--- config.mk ---
export PLATFORM = sky130hd
export DESIGN_NAME = id_ex_stage
export DESIGN_NICKNAME = d
export VERILOG_FILES = /design/src/rtl/rv_pipe_pkg.sv /design/src/rtl/load_use_detect.sv /design/src/rtl/id_ex_stage.sv
export SDC_FILE = /design/constraint.sdc
export NUM_CORES = 1
export LEC_CHECK = 0
export ABC_AREA = 1
export BUFFER_PORTS_ARGS = -buffer_cell sky130_fd_sc_hd__buf_2
export CAP_MARGIN = 20
export CORE_UTILIZATION = 40
export DETAILED_ROUTE_END_ITERATION = 6
export PLACE_DENSITY = 0.69
export SETUP_SLACK_MARGIN = 0.3
export SLEW_MARGIN = 5
export SYNTH_ARGS = -nofsm -noshare
export SYNTH_HDL_FRONTEND = slang
export SYNTH_SLANG_ARGS = --single-unit
export TNS_END_PERCENT = 20
--- constraint.sdc ---
create_clock -name clk -period 3 [get_ports clk]
set_clock_uncertainty 0.15 [all_clocks]
set_input_delay 0 -clock clk [delete_from_list [all_inputs] [get_ports clk]]
set_output_delay 0 -clock clk [all_outputs]
set_load 0.005 [all_outputs]
--- src/rtl/rv_pipe_pkg.sv ---
// Shared RV32 pipeline types: packed control bundle and common constants.
package rv_pipe_pkg;

  typedef struct packed {
    logic [3:0] alu_op;
    logic       alu_src;
    logic       mem_read;
    logic       mem_write;
    logic       mem_to_reg;
    logic       reg_write;
    logic       branch;
    logic       jump;
    logic       spare;
  } ctrl_t;

  localparam int         CTRL_W   = $bits(ctrl_t);
  localparam ctrl_t      CTRL_NOP = '0;
  localparam logic [4:0] REG_X0   = 5'd0;

endpackage

--- src/rtl/load_use_detect.sv ---
// Combinational load-use hazard compare between the EX-stage load and the ID-stage reader.
module load_use_detect
  import rv_pipe_pkg::*;
(
  input  logic       ex_valid_i,
  input  logic       ex_mem_read_i,
  input  logic [4:0] ex_rd_i,
  input  logic       id_valid_i,
  input  logic       id_uses_rs1_i,
  input  logic       id_uses_rs2_i,
  input  logic [4:0] id_rs1_i,
  input  logic [4:0] id_rs2_i,
  output logic       load_use_o
);

  logic ex_is_load;
  logic rs_match;

  // x0 is never written, so a load into x0 cannot create a dependency.
  assign ex_is_load = ex_valid_i & ex_mem_read_i & (ex_rd_i != REG_X0);
  assign rs_match   = (id_uses_rs1_i & (id_rs1_i == ex_rd_i)) |
                      (id_uses_rs2_i & (id_rs2_i == ex_rd_i));
  assign load_use_o = ex_is_load & id_valid_i & rs_match;

endmodule

--- src/rtl/id_ex_stage.sv ---
// ID/EX pipeline register with load-use bubble insertion, flush squash and stall freeze.
module id_ex_stage
  import rv_pipe_pkg::*;
#(
  parameter int XLEN   = 32,
  parameter int CTRL_W = $bits(ctrl_t),
  parameter int CNT_W  = 16
) (
  input  logic              clk,
  input  logic              rst_n,
  input  logic              id_valid,
  input  logic [XLEN-1:0]   id_pc,
  input  logic [4:0]        id_rs1,
  input  logic [4:0]        id_rs2,
  input  logic [4:0]        id_rd,
  input  logic              id_uses_rs1,
  input  logic              id_uses_rs2,
  input  logic [XLEN-1:0]   id_rs1_data,
  input  logic [XLEN-1:0]   id_rs2_data,
  input  logic [XLEN-1:0]   id_imm,
  input  logic [CTRL_W-1:0] id_ctrl,
  input  logic              flush,
  input  logic              mem_stall,
  output logic              stall_if_id,
  output logic              ex_valid,
  output logic [XLEN-1:0]   ex_pc,
  output logic [XLEN-1:0]   ex_rs1_data,
  output logic [XLEN-1:0]   ex_rs2_data,
  output logic [XLEN-1:0]   ex_imm,
  output logic [4:0]        ex_rs1,
  output logic [4:0]        ex_rs2,
  output logic [4:0]        ex_rd,
  output logic [CTRL_W-1:0] ex_ctrl,
  output logic [CNT_W-1:0]  lu_bubble_cnt,
  output logic [CNT_W-1:0]  flush_bubble_cnt
);

  localparam logic [CNT_W-1:0] CNT_MAX = '1;

  logic              valid_q, valid_d;
  logic [XLEN-1:0]   pc_q, pc_d, rs1_data_q, rs1_data_d;
  logic [XLEN-1:0]   rs2_data_q, rs2_data_d, imm_q, imm_d;
  logic [4:0]        rs1_q, rs1_d, rs2_q, rs2_d, rd_q, rd_d;
  logic [CTRL_W-1:0] ctrl_q, ctrl_d;
  logic [CNT_W-1:0]  lu_cnt_q, lu_cnt_d, fl_cnt_q, fl_cnt_d;
  ctrl_t             ex_ctrl_s;
  logic              load_use;

  assign ex_ctrl_s = ctrl_q;

  load_use_detect u_lu (
    .ex_valid_i    (valid_q),
    .ex_mem_read_i (ex_ctrl_s.mem_read),
    .ex_rd_i       (rd_q),
    .id_valid_i    (id_valid),
    .id_uses_rs1_i (id_uses_rs1),
    .id_uses_rs2_i (id_uses_rs2),
    .id_rs1_i      (id_rs1),
    .id_rs2_i      (id_rs2),
    .load_use_o    (load_use)
  );

  // A flush kills the ID instruction anyway, so it must not hold IF/ID.
  assign stall_if_id = mem_stall | (load_use & ~flush);

  always_comb begin
    valid_d    = valid_q;
    pc_d       = pc_q;
    rs1_data_d = rs1_data_q;
    rs2_data_d = rs2_data_q;
    imm_d      = imm_q;
    rs1_d      = rs1_q;
    rs2_d      = rs2_q;
    rd_d       = rd_q;
    ctrl_d     = ctrl_q;
    lu_cnt_d   = lu_cnt_q;
    fl_cnt_d   = fl_cnt_q;
    if (!mem_stall) begin
      pc_d       = id_pc;
      rs1_data_d = id_rs1_data;
      rs2_data_d = id_rs2_data;
      imm_d      = id_imm;
      rs1_d      = id_rs1;
      rs2_d      = id_rs2;
      if (flush || load_use) begin
        // Bubble: no side effects and rd cleared so forwarding never matches.
        valid_d = 1'b0;
        ctrl_d  = CTRL_NOP;
        rd_d    = REG_X0;
        if (flush) begin
          if (fl_cnt_q != CNT_MAX) fl_cnt_d = fl_cnt_q + 1'b1;
        end else begin
          if (lu_cnt_q != CNT_MAX) lu_cnt_d = lu_cnt_q + 1'b1;
        end
      end else begin
        valid_d = id_valid;
        ctrl_d  = id_valid ? id_ctrl : CTRL_NOP;
        rd_d    = id_valid ? id_rd : REG_X0;
      end
    end
  end

  always_ff @(posedge clk) begin
    if (!rst_n) begin
      valid_q    <= 1'b0;
      pc_q       <= '0;
      rs1_data_q <= '0;
      rs2_data_q <= '0;
      imm_q      <= '0;
      rs1_q      <= '0;
      rs2_q      <= '0;
      rd_q       <= '0;
      ctrl_q     <= '0;
      lu_cnt_q   <= '0;
      fl_cnt_q   <= '0;
    end else begin
      valid_q    <= valid_d;
      pc_q       <= pc_d;
      rs1_data_q <= rs1_data_d;
      rs2_data_q <= rs2_data_d;
      imm_q      <= imm_d;
      rs1_q      <= rs1_d;
      rs2_q      <= rs2_d;
      rd_q       <= rd_d;
      ctrl_q     <= ctrl_d;
      lu_cnt_q   <= lu_cnt_d;
      fl_cnt_q   <= fl_cnt_d;
    end
  end

  assign ex_valid         = valid_q;
  assign ex_pc            = pc_q;
  assign ex_rs1_data      = rs1_data_q;
  assign ex_rs2_data      = rs2_data_q;
  assign ex_imm           = imm_q;
  assign ex_rs1           = rs1_q;
  assign ex_rs2           = rs2_q;
  assign ex_rd            = rd_q;
  assign ex_ctrl          = ctrl_q;
  assign lu_bubble_cnt    = lu_cnt_q;
  assign flush_bubble_cnt = fl_cnt_q;

endmodule
==> results of run 1 <==
routing by layer:
layer / track usage (%) / wire, µm / vias up
li1: - / - / 4264
met1: 29.0 / 10200 / 4027
met2: 48.0 / 13500 / 379
met3: 9.12 / 2020 / 120
met4: 18.3 / 1400 / 2
met5: 0 / 14 / -
layout make-up:
cell class | count | area [µm²] | area share [%]
well taps | 229 | 287 | 2.40
multi-input cells | 706 | 3150 | 26.4
clock buffers | 17 | 425 | 3.56
repair buffers | 574 | 4000 | 33.5
inverters | 44 | 168 | 1.40
flip-flops and latches | 188 | 3760 | 31.5
clock inverters | 15 | 148 | 1.24
stage by stage:
stage / power, mW / utilization, %
after global placement: 3.33 / 51.0
final: 5.76 / 66.2
after floorplan: 3.03 / -
after global routing: 6.00 / 66.2
after CTS: 5.76 / 66.2
after detailed placement: 3.34 / 51.0
final timing paths:
check / startpoint / end / slack [ps]
worst max register to register: lu_bubble_cnt[0] / lu_bubble_cnt[12] / 650
worst max-delay path: mem_stall / ex_pc[19] / 550
worst min register to register: ex_ctrl[1] / ex_ctrl[1] / 320
worst min-delay path: id_uses_rs2 / lu_bubble_cnt[7] / 190
logic make-up (layout without fill, tap and decap cells):
family          count (synthesis)  in the layout
compound gates                195            195
xor+xnor                       10             10
fa+ha+maj                       2              2
buf+inv                       105            650
flops                         188            188
simple gates                  499            499
critical path: cells and delay by family:
kind / cells / cell delay, ps
buffers and inverters: 4 / 2250
AND/OR/NAND/NOR: 1 / 100
AO/OA/AOI/OAI: 1 / 230
registers in the layout (all words and copies together) (netlist names), 12 cells and up:
| register | count |
|---|---|
| ex_pc | 32 |
| ex_rs1_data | 32 |
| ex_rs2_data | 32 |
| ex_imm | 32 |
| ex_ctrl | 12 |
| lu_bubble_cnt | 16 |
| flush_bubble_cnt | 16 |
where the power goes:
group | leakage (nW) | switching (mW) | internal (mW)
Sequential | 1.55 | 0.0706 | 2.63
Combinational | 3.79 | 0.405 | 0.447
Clock | 0.282 | 1.09 | 1.11
cells in the mapped netlist:
cell type	n	area share, %
a21oi_1	37	2.5
a21oi_2	8	0.95
buf_1	2	0.10
buf_12	1	0.27
buf_2	10	0.68
buf_4	2	0.20
buf_6	2	0.31
clkbuf_1	43	2.2
dfxtp_1	188	51
dlygate4sd1_1	1	0.12
ha_1	2	0.34
inv_1	36	1.8
inv_2	8	0.41
nand2_1	116	5.9
nand2_2	6	0.51
nand2_4	1	0.15
nand3_1	20	1.4
nand3_2	1	0.14
nand4_1	22	1.9
nor2_1	320	16
nor2_2	3	0.25
nor3_1	5	0.34
nor3_2	1	0.14
nor3_4	1	0.22
nor3b_1	1	0.10
nor4_1	2	0.17
o21ai_0	147	10
o21ai_1	1	0.068
o21bai_1	2	0.20
xnor2_1	1	0.12
xor2_1	9	1.1
layout by cell type (no fill, tap or decap), types with 17 or more instances in the layout:
cell / Yosys / routed
buf_2: 10 / 348
nor2_1: 320 / 320
dfxtp_1: 188 / 188
clkbuf_16: 0 / 17
dlygate4sd3_1: 0 / 217
inv_1: 36 / 35
nand3_1: 20 / 20
nand4_1: 22 / 22
o21ai_0: 147 / 147
nand2_1: 116 / 115
a21oi_1: 37 / 37
what timing repair did:
item,4_1_cts,5_1_grt
endpoints found under the setup margin,0,30
endpoints found under the hold margin,163,0
hold buffers,217,0
resized for setup,0,2
==> results.txt, run 1 <==
The adder-cell share of the synthesized area is 0.340%. The data arrival time of the critical path is 2660 ps. By instance count, the cell type seen most on the critical path is dlygate4sd3_1. For this run, the top clock speed supported by timing is 0.408 GHz. STA classifies the critical path startpoint as an input pin. The depth of the CTS H-tree came out at 4.

The later-pin clock latency in the skew report is 420 ps. The area added between synthesis and finish came out at 62.2%. The total global routing overflow is 0. Setup repair after global routing left no endpoint under its margin. The layout filler cell count came out at 1448. The run finished with clean final reports.

The initial antenna violation count came out at 1. The power density normalized to cell area is 482 nW/µm². The total track usage is 27.9%. Setup slack on the critical path of the routed design comes to 551 ps. For this design, the slowest cell found on the critical path is dlygate4sd3_1.

The number of global-route vias before repair is 8464. The measured slew at the worst slew-check pin is 748 ps. Traced cell by cell, the critical path runs through dlygate4sd3_1 -> buf_4 -> buf_6 -> o21ai_0 -> dlygate4sd3_1 -> nor2_1. The synthesized area divided by synthesized cell count came out at 7.37 µm². The post-synthesis share of cell area spent on xor and xnor gates is 1.19%. The floorplan die area is 18900 µm². The global-route wire length before repair is 40.9 mm.

The count of TritonRoute iterations in the first routing pass came out at 5. The flip-flop and latch count after synthesis is 188. The data required time of the critical path came out at 3210 ps.

The clock transition at the registers of the reported paths is 70 ps. The routed length per placed instance came out at 15.3 µm. The path class of the tightest hold or removal check is input pin to register.

The root buffer cell chosen for the clock tree is clkbuf_16. In the finished design, the share of the clock period the worst path needs comes to 81.6%. The number of warnings reported in the yosys synthesis log came out at 0. The pin count of the biggest net entering global routing came out at 99. The width of the die is 138 µm. The total setup buffers inserted after CTS came out at 0. Setup total negative slack on the finished layout was measured at 0 ps. The max-cap check violation count is 0. Final hold analysis gives a worst-case slack of 190 ps. In this run the tightest slew margin relative to its limit is 50.1%.

The wire length reported by the detailed router came out at 27.2 mm. The reported leakage power is 5.63 nW. The DRC violation count after routing came out at 0.

After synthesis, the largest family of logic cells by area is simple AND/OR/NAND/NOR gates. Of the total synthesized cell area, the portion taken by AND, OR, NAND and NOR gates is 27.5%. The highest net fanout along the worst path came out at 98.

Counting every sink on the clock net gives 188. Sequential elements use 51.1% of the synthesized area. Dividing the detail-routed via count by the number of cells gives 4.96. The proportion of synthesized area in mux cells is 0%. VDD sags by at most 0.407 mV. The post-synthesis cell area came out at 7360 µm².

The non-filler instance count after layout came out at 1773. The startpoint-to-endpoint class of the critical path is input pin to register. The number of ports placed on the die boundary came out at 351. The final count of hold timing violations is 0.

The final number of max-transition violations came out at 0. The critical path endpoint category is a register. Counting along the longest clock path gives a buffer depth of 2.

Synthesis instantiated 31 different standard cells from the library. The post-place instance area came out at 9190 µm². The placeable core region came out at 18000 µm². The count of standard-cell rows came out at 49.

The count of antenna diodes in the layout came out at 0. TritonCTS built the clock tree. The delay of the slowest cell on the worst path is 650 ps. Measured in cells, the most critical reg-to-reg path has a length of 8.

The fraction of layout instances using a drive strength above 1 is 27.2%. After the last flow step, the layout net total stands at 1695. Setup violations remaining at the end of the flow were counted as 0. The number of input and output port buffers inserted is 350. For this block, the initial DRC count from the detailed router was 466.

The worst-case setup slack after placement is 908 ps. The post-route antenna net violation count is 0. The final instance area came out at 11900 µm². Routability-driven placement finished with a final weighted congestion of 0.855.

The final critical path time including I/O delays and setup is 2450 ps. The half-perimeter wire length after placement came out at 16.0 mm. The number of vias in the routed layout came out at 8792. The TritonCTS buffer count is 17.

Once placement completed, the tool counted placed cells totaling 1524. The number of nets produced by synthesis came out at 1163. The number of cells traversed by the worst hold path came out at 9. The post-synthesis cell count came out at 999. The initial standard-cell utilization of the core is 40.8%. Summing the areas of all compound-gate instances in the mapped netlist gives 13.7% of the synthesized area. The height of the die came out at 138 µm.
Power figures use the tool's default switching activity.
==> run 2: changes to the inputs <==
==> constraint.sdc (replaced) <==
create_clock -name clk -period 2.37 [get_ports clk]
set_clock_uncertainty 0.15 [all_clocks]
set_input_delay 0 -clock clk [delete_from_list [all_inputs] [get_ports clk]]
set_output_delay 0 -clock clk [all_outputs]
set_load 0.005 [all_outputs]
==> results.txt, run 2 (same netlist as run 1, synthesis figures left out) <==
No sink is reached through more buffers than the 2 on the longest clock path. The non-filler instance count after layout is 1785. The final critical path time including I/O delays and setup is 2020 ps. The critical path ends at stall_if_id. The fraction of layout instances using a drive strength above 1 is 27.7%.

The final RePlAce weighted congestion came out at 0.840. The number of cells traversed by the worst hold path came out at 7. The placeable core region is 18000 µm². The later-pin clock latency in the skew report came out at 440 ps.

The placed instance count is 1525. At the worst endpoint, the arrival time is 1870 ps. The startpoint-to-endpoint class of the critical path is register to primary output. The area added between synthesis and finish came out at 65.3%. The initial antenna violation count is 1. The final count of hold timing violations is 0. The cell that appears most often on the critical path is nand2_1. Dividing the detail-routed via count by the number of cells gives 4.96. The most critical setup path has its startpoint at ex_rd[2].

The TritonCTS buffer count is 17. The power density normalized to cell area is 622 nW/µm². The worst path setup slack after routing came out at 349 ps. The total track usage came out at 27.8%. The slack of the worst reg-to-reg path came out at 440 ps. From bottom edge to top edge, the die measures 138 µm. In this design, the stage delay of the slowest critical-path cell is 420 ps. The top achievable clock speed is 0.495 GHz. The accumulated negative setup slack is 0 ps. After routing the design area is 12200 µm².

The DRC violation count after routing is 0. The number of ports placed on the die boundary is 351. The floorplan die area is 18900 µm². The clock sink total is 188.

The data required time of the critical path is 2220 ps. The most frequent standard cell in the layout excluding fill and tap cells is buf_2. The TritonCTS clock tree is yes. The width of the die came out at 138 µm. The layout filler cell count came out at 1427. The max-cap check violation count came out at 0. After legalization and detailed placement, the total HPWL measured 15.6 mm. The number of input and output port buffers inserted is 350.

The post-route antenna net violation count is 0. The worst-case IR drop observed on VDD is 0.504 mV. After clock tree synthesis, the clock-pin slew on the worst setup and hold paths is 70 ps.

The run finished with clean final reports. Traced cell by cell, the critical path runs through inv_2 -> nand2_1 -> nand2_1 -> nor2_1 -> nand3_1 -> nand2_2 -> nand2_4 -> o21ai_0 -> buf_2. The highest net fanout along the worst path came out at 19. The worst setup path is captured at a primary output.

The final number of max-transition violations is 0. The worst-case setup slack after placement came out at 236 ps. The first global-routing pass estimated 41.3 mm of wire. The depth of the CTS H-tree came out at 4.

The wire length reported by the detailed router is 27.6 mm. The routed length per placed instance is 15.5 µm. The measured slew at the worst slew-check pin is 446 ps. The initial standard-cell utilization of the core came out at 40.8%.

The max-slew headroom at the worst pin came out at 70.2%. The pin count of the biggest net entering global routing came out at 129. The total global routing overflow came out at 0. The reported leakage power came out at 5.77 nW. The number of vias in the routed layout is 8858. The worst setup path is launched from a register. Setup violations remaining at the end of the flow were counted as 0.

The cell at the slowest stage of the critical path is dfxtp_1. The number of global-route vias before repair is 8497. The post-place instance area is 9230 µm². The worst-case reg-to-reg path depth came out at 9. In the layout the commonest cells are buf_2 (348), nor2_1 (319), dlygate4sd3_1 (221).

The endpoint identified for the worst register-to-register timing path is flush_bubble_cnt[15]. Setup repair after global routing could not meet its margin everywhere. The final core utilization is 67.5%. The first TritonRoute pass finished after 5 iterations. For this run, the post-layout net count is 1705.

The reg-to-reg critical path startpoint is flush_bubble_cnt[6]. The final cycle utilization of the critical path came out at 85.3%. The count of standard-cell rows is 49. The tightest min-delay check is of the input pin to register type.

The clock tree root driver cell is clkbuf_16. The count of routing violations after the opening detailed-route iteration is 500.
-- run 2: routing by layer --
| layer | up-vias | part of all wire (%) | GRT usage, % |
|---|---|---|---|
| li1 | 4299 | - | - |
| met1 | 4034 | 38 | 30.5 |
| met2 | 414 | 49 | 47.2 |
| met3 | 111 | 8.2 | 8.28 |
| met4 | 0 | 4.7 | 16.9 |
| met5 | - | 0 | 0 |
-- run 2: metrics by stage --
stage / hold slack [ps] / total power, mW
floorplan: -66.7 / 3.84
global placement: 82.9 / 4.22
detailed placement: 90.7 / 4.24
CTS: 21.3 / 7.55
global route: 70.6 / 7.89
finish: 40.5 / 7.57
-- run 2: area by class of cell --
cell class / count / area, µm² / share of cell area (%)
antenna: 2 / 5.00 / 0.0411
clock buffer: 17 / 425 / 3.50
clock inverter: 15 / 201 / 1.66
inverter: 44 / 168 / 1.38
multi-input combinational: 706 / 3160 / 26.0
sequential: 188 / 3770 / 30.9
tap: 229 / 287 / 2.35
timing repair buffer: 584 / 4150 / 34.1
-- run 2: how the worst min path moves through the flow --
stage                          from           endpoint  slack [ps]
detailed placement  id_rs2_data[11]    ex_rs2_data[11]          90
global route            id_uses_rs1  lu_bubble_cnt[12]          70
floorplan                     flush        stall_if_id         -70
CTS                     id_uses_rs1  lu_bubble_cnt[12]          20
finish                  id_uses_rs1  lu_bubble_cnt[12]          40
global placement          id_pc[10]          ex_pc[10]          80
-- run 2: critical path, delay by kind of cell, from the launching register on --
| kind | cells | cell delay, ps |
|---|---|---|
| AO/OA/AOI/OAI | 1 | 190 |
| AND/OR/NAND/NOR | 6 | 630 |
| buffers and inverters | 2 | 200 |
| flip-flops | 1 | 420 |
-- run 2: what timing repair did --
item | CTS | global route
pin swaps | 0 | 2
setup buffers | 3 | 1
hold endpoints to repair | 176 | 0
resized for setup | 1 | 7
endpoints found under the setup margin | 10 | 38
gates cloned | 0 | 1
hold buffers | 221 | 0
-- run 2: power by group --
part	leakage [nW]	internal (mW)	total, mW	switching, mW
registers	1.55	3.33	3.43	0.0950
logic	3.91	0.597	1.12	0.522
clock network	0.304	1.62	3.02	1.40
total	5.77	5.55	7.57	2.02
